## src/rtl/dma_priority_arbiter_if.sv

```systemverilog
`default_nettype none
// ============================================================================
// Module      : dma_priority_arbiter_if
// Description : Request/grant bundle between the DMA register file, the
//               arbiter and the transfer-timing FSM. The master modport is
//               the arbiter side; the slave modport is its environment.
// Revision    : 1.0 - initial release
// ============================================================================
interface dma_priority_arbiter_if;
  logic [3:0] DREQ;
  logic [7:0] commandReg;
  logic [7:0] requestReg;
  logic [7:0] maskReg;
  logic       HLDA;
  logic       serviceDone;
  logic       HRQ;
  logic [3:0] DACK;
  logic       grantValid;
  logic [1:0] grantChan;

  modport master (
    input  DREQ, commandReg, requestReg, maskReg, HLDA, serviceDone,
    output HRQ, DACK, grantValid, grantChan
  );

  modport slave (
    output DREQ, commandReg, requestReg, maskReg, HLDA, serviceDone,
    input  HRQ, DACK, grantValid, grantChan
  );
endinterface
`default_nettype wire

```

## src/rtl/dma_priority_arbiter.sv

```systemverilog
`default_nettype none
// ============================================================================
// Module      : dma_priority_arbiter
// Description : 4-channel DMA request arbiter and HRQ/HLDA bus-hold sequencer
//               with fixed or rotating priority and programmable DREQ/DACK
//               polarity.
// Revision    : 1.0 - initial release
// ============================================================================
module dma_priority_arbiter (
  input  wire                          CLK,
  input  wire                          RESET,
  dma_priority_arbiter_if.master       bus
);

  typedef enum logic [1:0] {
    ST_IDLE    = 2'd0,
    ST_REQ     = 2'd1,
    ST_GRANT   = 2'd2,
    ST_RELEASE = 2'd3
  } state_t;

  state_t     r_state;
  state_t     w_stateNext;
  logic [1:0] r_grantChan;
  logic [1:0] w_grantChanNext;
  logic [1:0] r_lastServed;
  logic [1:0] w_lastServedNext;

  logic [3:0] w_pending;
  logic       w_reqAny;
  logic [1:0] w_winner;
  logic [1:0] w_start;
  logic [1:0] w_idx;
  logic       w_found;
  logic [3:0] w_ack;

  // Register bits that belong to other parts of the controller.
  logic w_unused;
  assign w_unused = &{1'b0, bus.commandReg[5], bus.commandReg[3],
                      bus.commandReg[1:0], bus.requestReg[7:4],
                      bus.maskReg[7:4]};

  // Effective per-channel request after DREQ sense, software request and mask.
  assign w_pending = ((bus.DREQ ^ {4{bus.commandReg[6]}}) | bus.requestReg[3:0])
                     & ~bus.maskReg[3:0];
  assign w_reqAny  = (|w_pending) & ~bus.commandReg[2];

  // Circular search from the highest-priority slot; fixed mode starts at 0.
  always_comb begin
    w_winner = 2'd0;
    w_found  = 1'b0;
    w_idx    = 2'd0;
    w_start  = bus.commandReg[4] ? (r_lastServed + 2'd1) : 2'd0;
    for (int k = 0; k < 4; k++) begin
      w_idx = w_start + k[1:0];
      if (!w_found && w_pending[w_idx]) begin
        w_winner = w_idx;
        w_found  = 1'b1;
      end
    end
  end

  // State, grant latch and rotation pointer; reset is immediate.
  always_ff @(posedge CLK or posedge RESET) begin
    if (RESET) begin
      r_state      <= ST_IDLE;
      r_grantChan  <= 2'd0;
      r_lastServed <= 2'd3;
    end else begin
      r_state      <= w_stateNext;
      r_grantChan  <= w_grantChanNext;
      r_lastServed <= w_lastServedNext;
    end
  end

  // Next-state logic; the winner is latched once on HLDA and then frozen.
  always_comb begin
    w_stateNext      = r_state;
    w_grantChanNext  = r_grantChan;
    w_lastServedNext = r_lastServed;
    case (r_state)
      ST_IDLE: begin
        if (w_reqAny) w_stateNext = ST_REQ;
      end
      ST_REQ: begin
        if (!w_reqAny) begin
          w_stateNext = ST_IDLE;
        end else if (bus.HLDA) begin
          w_stateNext     = ST_GRANT;
          w_grantChanNext = w_winner;
        end
      end
      ST_GRANT: begin
        // serviceDone takes precedence over a simultaneous loss of HLDA.
        if (bus.serviceDone) begin
          w_stateNext      = ST_RELEASE;
          w_lastServedNext = r_grantChan;
        end else if (!bus.HLDA) begin
          w_stateNext = ST_IDLE;
        end
      end
      ST_RELEASE: begin
        w_stateNext = ST_IDLE;
      end
      default: begin
        w_stateNext = ST_IDLE;
      end
    endcase
  end

  assign w_ack          = (r_state == ST_GRANT) ? (4'b0001 << r_grantChan) : 4'b0000;
  assign bus.HRQ        = (r_state == ST_REQ) || (r_state == ST_GRANT);
  assign bus.grantValid = (r_state == ST_GRANT);
  assign bus.grantChan  = r_grantChan;
  // DACK polarity tracks commandReg[7] combinationally.
  assign bus.DACK       = w_ack ^ {4{~bus.commandReg[7]}};

endmodule
`default_nettype wire

```

## src/flat_wrapper.sv

```systemverilog
// flat-port wrapper written by rule: the top's interface ports become plain ports
module dma_priority_arbiter_flat 
  (CLK, RESET, bus_DREQ, bus_commandReg, bus_requestReg, bus_maskReg, bus_HLDA, bus_serviceDone, bus_HRQ, bus_DACK, bus_grantValid, bus_grantChan);
  dma_priority_arbiter_if bus_i ();
  input  wire CLK;
  input  wire RESET;
  input wire logic [$bits(bus_i.DREQ)-1:0] bus_DREQ;
  input wire logic [$bits(bus_i.commandReg)-1:0] bus_commandReg;
  input wire logic [$bits(bus_i.requestReg)-1:0] bus_requestReg;
  input wire logic [$bits(bus_i.maskReg)-1:0] bus_maskReg;
  input wire logic [$bits(bus_i.HLDA)-1:0] bus_HLDA;
  input wire logic [$bits(bus_i.serviceDone)-1:0] bus_serviceDone;
  output wire logic [$bits(bus_i.HRQ)-1:0] bus_HRQ;
  output wire logic [$bits(bus_i.DACK)-1:0] bus_DACK;
  output wire logic [$bits(bus_i.grantValid)-1:0] bus_grantValid;
  output wire logic [$bits(bus_i.grantChan)-1:0] bus_grantChan;
  assign bus_i.DREQ = bus_DREQ;
  assign bus_i.commandReg = bus_commandReg;
  assign bus_i.requestReg = bus_requestReg;
  assign bus_i.maskReg = bus_maskReg;
  assign bus_i.HLDA = bus_HLDA;
  assign bus_i.serviceDone = bus_serviceDone;
  assign bus_HRQ = bus_i.HRQ;
  assign bus_DACK = bus_i.DACK;
  assign bus_grantValid = bus_i.grantValid;
  assign bus_grantChan = bus_i.grantChan;
  dma_priority_arbiter u_core (.CLK(CLK), .RESET(RESET), .bus(bus_i));
endmodule
```

## config.mk

```make
export PLATFORM = sky130hd
export DESIGN_NAME = dma_priority_arbiter_flat
export DESIGN_NICKNAME = d
export VERILOG_FILES = /design/src/rtl/dma_priority_arbiter_if.sv /design/src/rtl/dma_priority_arbiter.sv /design/src/flat_wrapper.sv
export SDC_FILE = /design/constraint.sdc
export NUM_CORES = 1
export LEC_CHECK = 0
export BUFFER_PORTS_ARGS = -buffer_cell sky130_fd_sc_hd__buf_2
export CORE_UTILIZATION = 44
export CTS_CLUSTER_SIZE = 14
export DETAILED_ROUTE_END_ITERATION = 10
export HOLD_SLACK_MARGIN = 0.05
export PLACE_DENSITY = 0.77
export SLEW_MARGIN = 30
export SYNTH_ARGS = -nofsm -noshare
export SYNTH_HDL_FRONTEND = slang
export SYNTH_SLANG_ARGS = --single-unit
```

## constraint.sdc

```tcl
create_clock -name CLK -period 2.13 [get_ports CLK]
set_input_delay 0.1065 -clock CLK [delete_from_list [all_inputs] [get_ports CLK]]
set_output_delay 0.1065 -clock CLK [all_outputs]
set_load 0.03 [all_outputs]
```

==> results.txt <==
The flow ran to the end, and the final reports show no timing, DRC or antenna violations. The run gives 14 as the number of cell rows. The logs give 0 for the number of antenna violations at the first check in global routing and 0 for the final number of max-transition violations.

Of all cell types, the one taking the most synthesized area is sky130_fd_sc_hd__dfrtp_1. In the routed layout, each cell is associated on average with a via count of 5.75. The tools report the worst slew margin relative to its limit as 65.9%. The flip-flop and latch count after synthesis works out to 6. The logs give 0 for the number of remaining DRC errors and 0 for the post-CTS repair timing setup buffer count. VDD sags by at most 684 uV.

Clock-pin slew was measured on the worst setup and hold paths at 0.04 ns. Sequential elements use 20.5% of the synthesized area. The clock passes through at most 2 buffers. The area growth from synthesis to final layout was 22.5%. The congestion estimate from routability-driven global placement came to 0.919. The hold violation total from the final report came out at 0. The clock tree root buffer cell is sky130_fd_sc_hd__clkbuf_4. The initial detailed-routing violation count is 23, and the final critical-path required period is 1.93 ns. At the worst endpoint, the arrival time is 2.08 ns. The analysis attributes to net switching a power of 0.463 mW.

After synthesis, the mean cell area works out to 8.57 sq um. Setup repair after global routing left no endpoint under its margin. Dominant synthesized flop cell: sky130_fd_sc_hd__dfrtp_1. The pre-antenna-repair detailed-routing pass consisted of 4 iterations. TritonCTS built the clock tree. The die covers 1860 sq um. For the final wirelength, the log shows 1.65 mm. Fill cells in the final layout number 147.

After layout, the worst path uses 90.5% of the clock period. Maximum fanout along the worst path: 10. The worst min-delay path category was input pin to flip-flop. The library cell used most frequently in the layout, excluding fill and tap cells, is sky130_fd_sc_hd__buf_2. The placed instance count is 128, and the global-route wire length before repair is 2.79 mm.

Per report_power, the clock group accounts for 11.6% of the total. Setup violations remaining at the end of the flow were counted as 0. The post-route netlist has 35.3% of its cells at a drive strength greater than 1. The y dimension of the die came out at 43.2 microns. Category of the critical setup timing path: flip-flop to flip-flop.

For this run, asynchronously set or reset flops after synthesis account for 100%. The worst setup path is captured at a flip-flop. At the worst endpoint, the required time is 2.28 ns. The count of buffers from port buffering came out at 27.

Of the total power, combinational logic draws 60.3%. For this configuration, the core starts out at a cell density of 48.4%. The region available for standard cell placement spans 1540 sq um.

The run gives 0.000819 ns as the final worst clock skew. The run gives 6 as the clock sink total. For this run, the top clock speed supported by timing is 519 MHz. The setup TNS is 0 ns.

Global routing used 20.7% of the available tracks. Leaving out fill and tap cells, the most frequent cells in the layout are sky130_fd_sc_hd__buf_2, sky130_fd_sc_hd__nand2_1, sky130_fd_sc_hd__xor2_1. The tool flagged a number of max-cap violations equal to 0. Entering global routing, the biggest net connects 11 pins. For the count of warnings emitted by yosys, the log shows 0. The antenna diode count is 0, and the switching share of power is 48.9%.

The run gives 154 as the number of nets in the finished design. For the worst-skew pair, the clock arrives at the later sink with an insertion delay of 0.26 ns. The logs give 683 for the via count of the first global-routing pass and 1.37 mm for the post-DP HPWL. The H-tree depth is 1. Dividing total power by cell area gives a power density of 1040 nW/um^2. After synthesis the cells add up to 746 sq um. The type of origin of the critical path is a flip-flop. For this design the top-level I/O count stands at 40. The proportion of power drawn by flip-flops and latches was 28.1%; the tightest hold margin was 0.187 ns. In the post-synthesis netlist, the biggest area contributors are sky130_fd_sc_hd__dfrtp_1, sky130_fd_sc_hd__dfstp_2, sky130_fd_sc_hd__xor2_1. Counting flops with a built-in enable in the synthesized netlist gives 0. The global-route congestion overflow total was 0.

The internal power of the cells totals 0.484 mW. In this run the static leakage power is 0.424 nW. The total CTS buffers is 3, and the number of nets with antenna violations after detailed routing is 0. Across all layers, the routed design uses 759 vias. Number of different library cells in the post-synthesis netlist: 38. The top cell type by area accounts for 13.4% of the synthesized area. The die span in x was 43.2 microns. Synthesis produced a netlist whose cell count is 87.

When the netlist entered floorplanning its net count stood at 123. Dividing the detail-routed wire length by the instance count gives 12.5 microns. The transition time at the pin with the least slew margin works out to 0.511 ns. Leaving out filler cells and counting taps, the final layout contains 132.
-- synth_stat cells (all sizes together) (2+ instances only) --
cell type,instances
a21oi,3
a221o,2
buf,2
dfrtp,4
dfstp,2
ha,4
inv,5
mux2i,2
nand2,9
nand2b,2
nand3,4
nand3b,3
nor2,4
o21ai,4
o21ba,4
o21bai,5
o22ai,2
xnor2,3
xor2,6
-- worst max-delay path, stage by stage (launching register included) --
cell                       delay (ns)
sky130_fd_sc_hd__dfstp_2         0.62
sky130_fd_sc_hd__xor2_1          0.21
sky130_fd_sc_hd__nand2_1         0.18
sky130_fd_sc_hd__mux4_2          0.34
sky130_fd_sc_hd__nor2_1          0.10
sky130_fd_sc_hd__a211oi_1        0.07
sky130_fd_sc_hd__o41ai_2         0.31
-- worst paths after layout --
check	depth (start not counted)	to	start	slack, ns
min	3	u_core.r_lastServed[1]	bus_serviceDone	0.19
max reg2reg	6	u_core.bus.grantChan[0]	u_core.r_lastServed[1]	0.20
max	6	u_core.bus.grantChan[0]	u_core.r_lastServed[1]	0.20
min reg2reg	2	u_core.r_lastServed[1]	u_core.r_lastServed[1]	0.57
max in group asynchronous	3	u_core.r_lastServed[1]	RESET	1.58
min in group asynchronous	3	u_core.r_state[0]	RESET	0.30
-- layer usage --
metal,up-vias,track usage (%),part of all wire [%]
met5,-,0,0
met4,0,13.9,2.6
li1,381,-,-
met2,18,30.1,49
met3,4,6.81,4.0
met1,356,25.6,44
-- through the flow --
step           cell area [sq um]  util [%]  total power [mW]  worst slack (ns)
6_report                     913      59.3             0.948             0.202
5_1_grt                      913      59.3              1.04            0.0106
4_1_cts                      913      59.3             0.955             0.207
3_5_place_dp                 881      57.1             0.840             0.212
3_3_place_gp                 881      57.1             0.819             0.246
2_1_floorplan                746         -             0.725             0.303
-- registers in the layout (all words and copies together) (netlist names) --
register	flops
u_core.r_lastServed	2
u_core.bus.grantChan	2
u_core.r_state	2
-- final cells by class --
class | instances | area [sq um] | area share, %
clock buffers | 3 | 22.5 | 2.47
multi-input cells | 73 | 547 | 59.9
inverters | 5 | 18.8 | 2.05
flip-flops and latches | 6 | 153 | 16.7
repair buffers | 29 | 153 | 16.7
well taps | 16 | 20.0 | 2.19
-- repair_timing --
item                       CTS  global route
hold endpoints to repair     6             0
resized for setup            0             0
setup endpoints to repair    0             0
hold buffers                 1             0
-- logic make-up after synthesis --
group                    after synthesis  synth area share (%)
AO/OA/AOI/OAI                         28                  29.9
AND/OR/NAND/NOR                       28                  19.0
XOR/XNOR                               9                  10.6
buffers and inverters                  8                  6.21
flip-flops                             6                  20.5
multiplexers                           4                  7.21
adder cells (fa/ha/maj)                4                  6.71
-- power groups by stage --
stage	combinational, mW	sequential, mW	clock (mW)
after floorplan	0.460	0.265	0
after global placement	0.557	0.262	0
after detailed placement	0.574	0.266	0
after CTS	0.577	0.264	0.113
after global routing	0.641	0.276	0.119
final	0.571	0.266	0.110
Note: power is estimated with default switching activity, not from simulation.
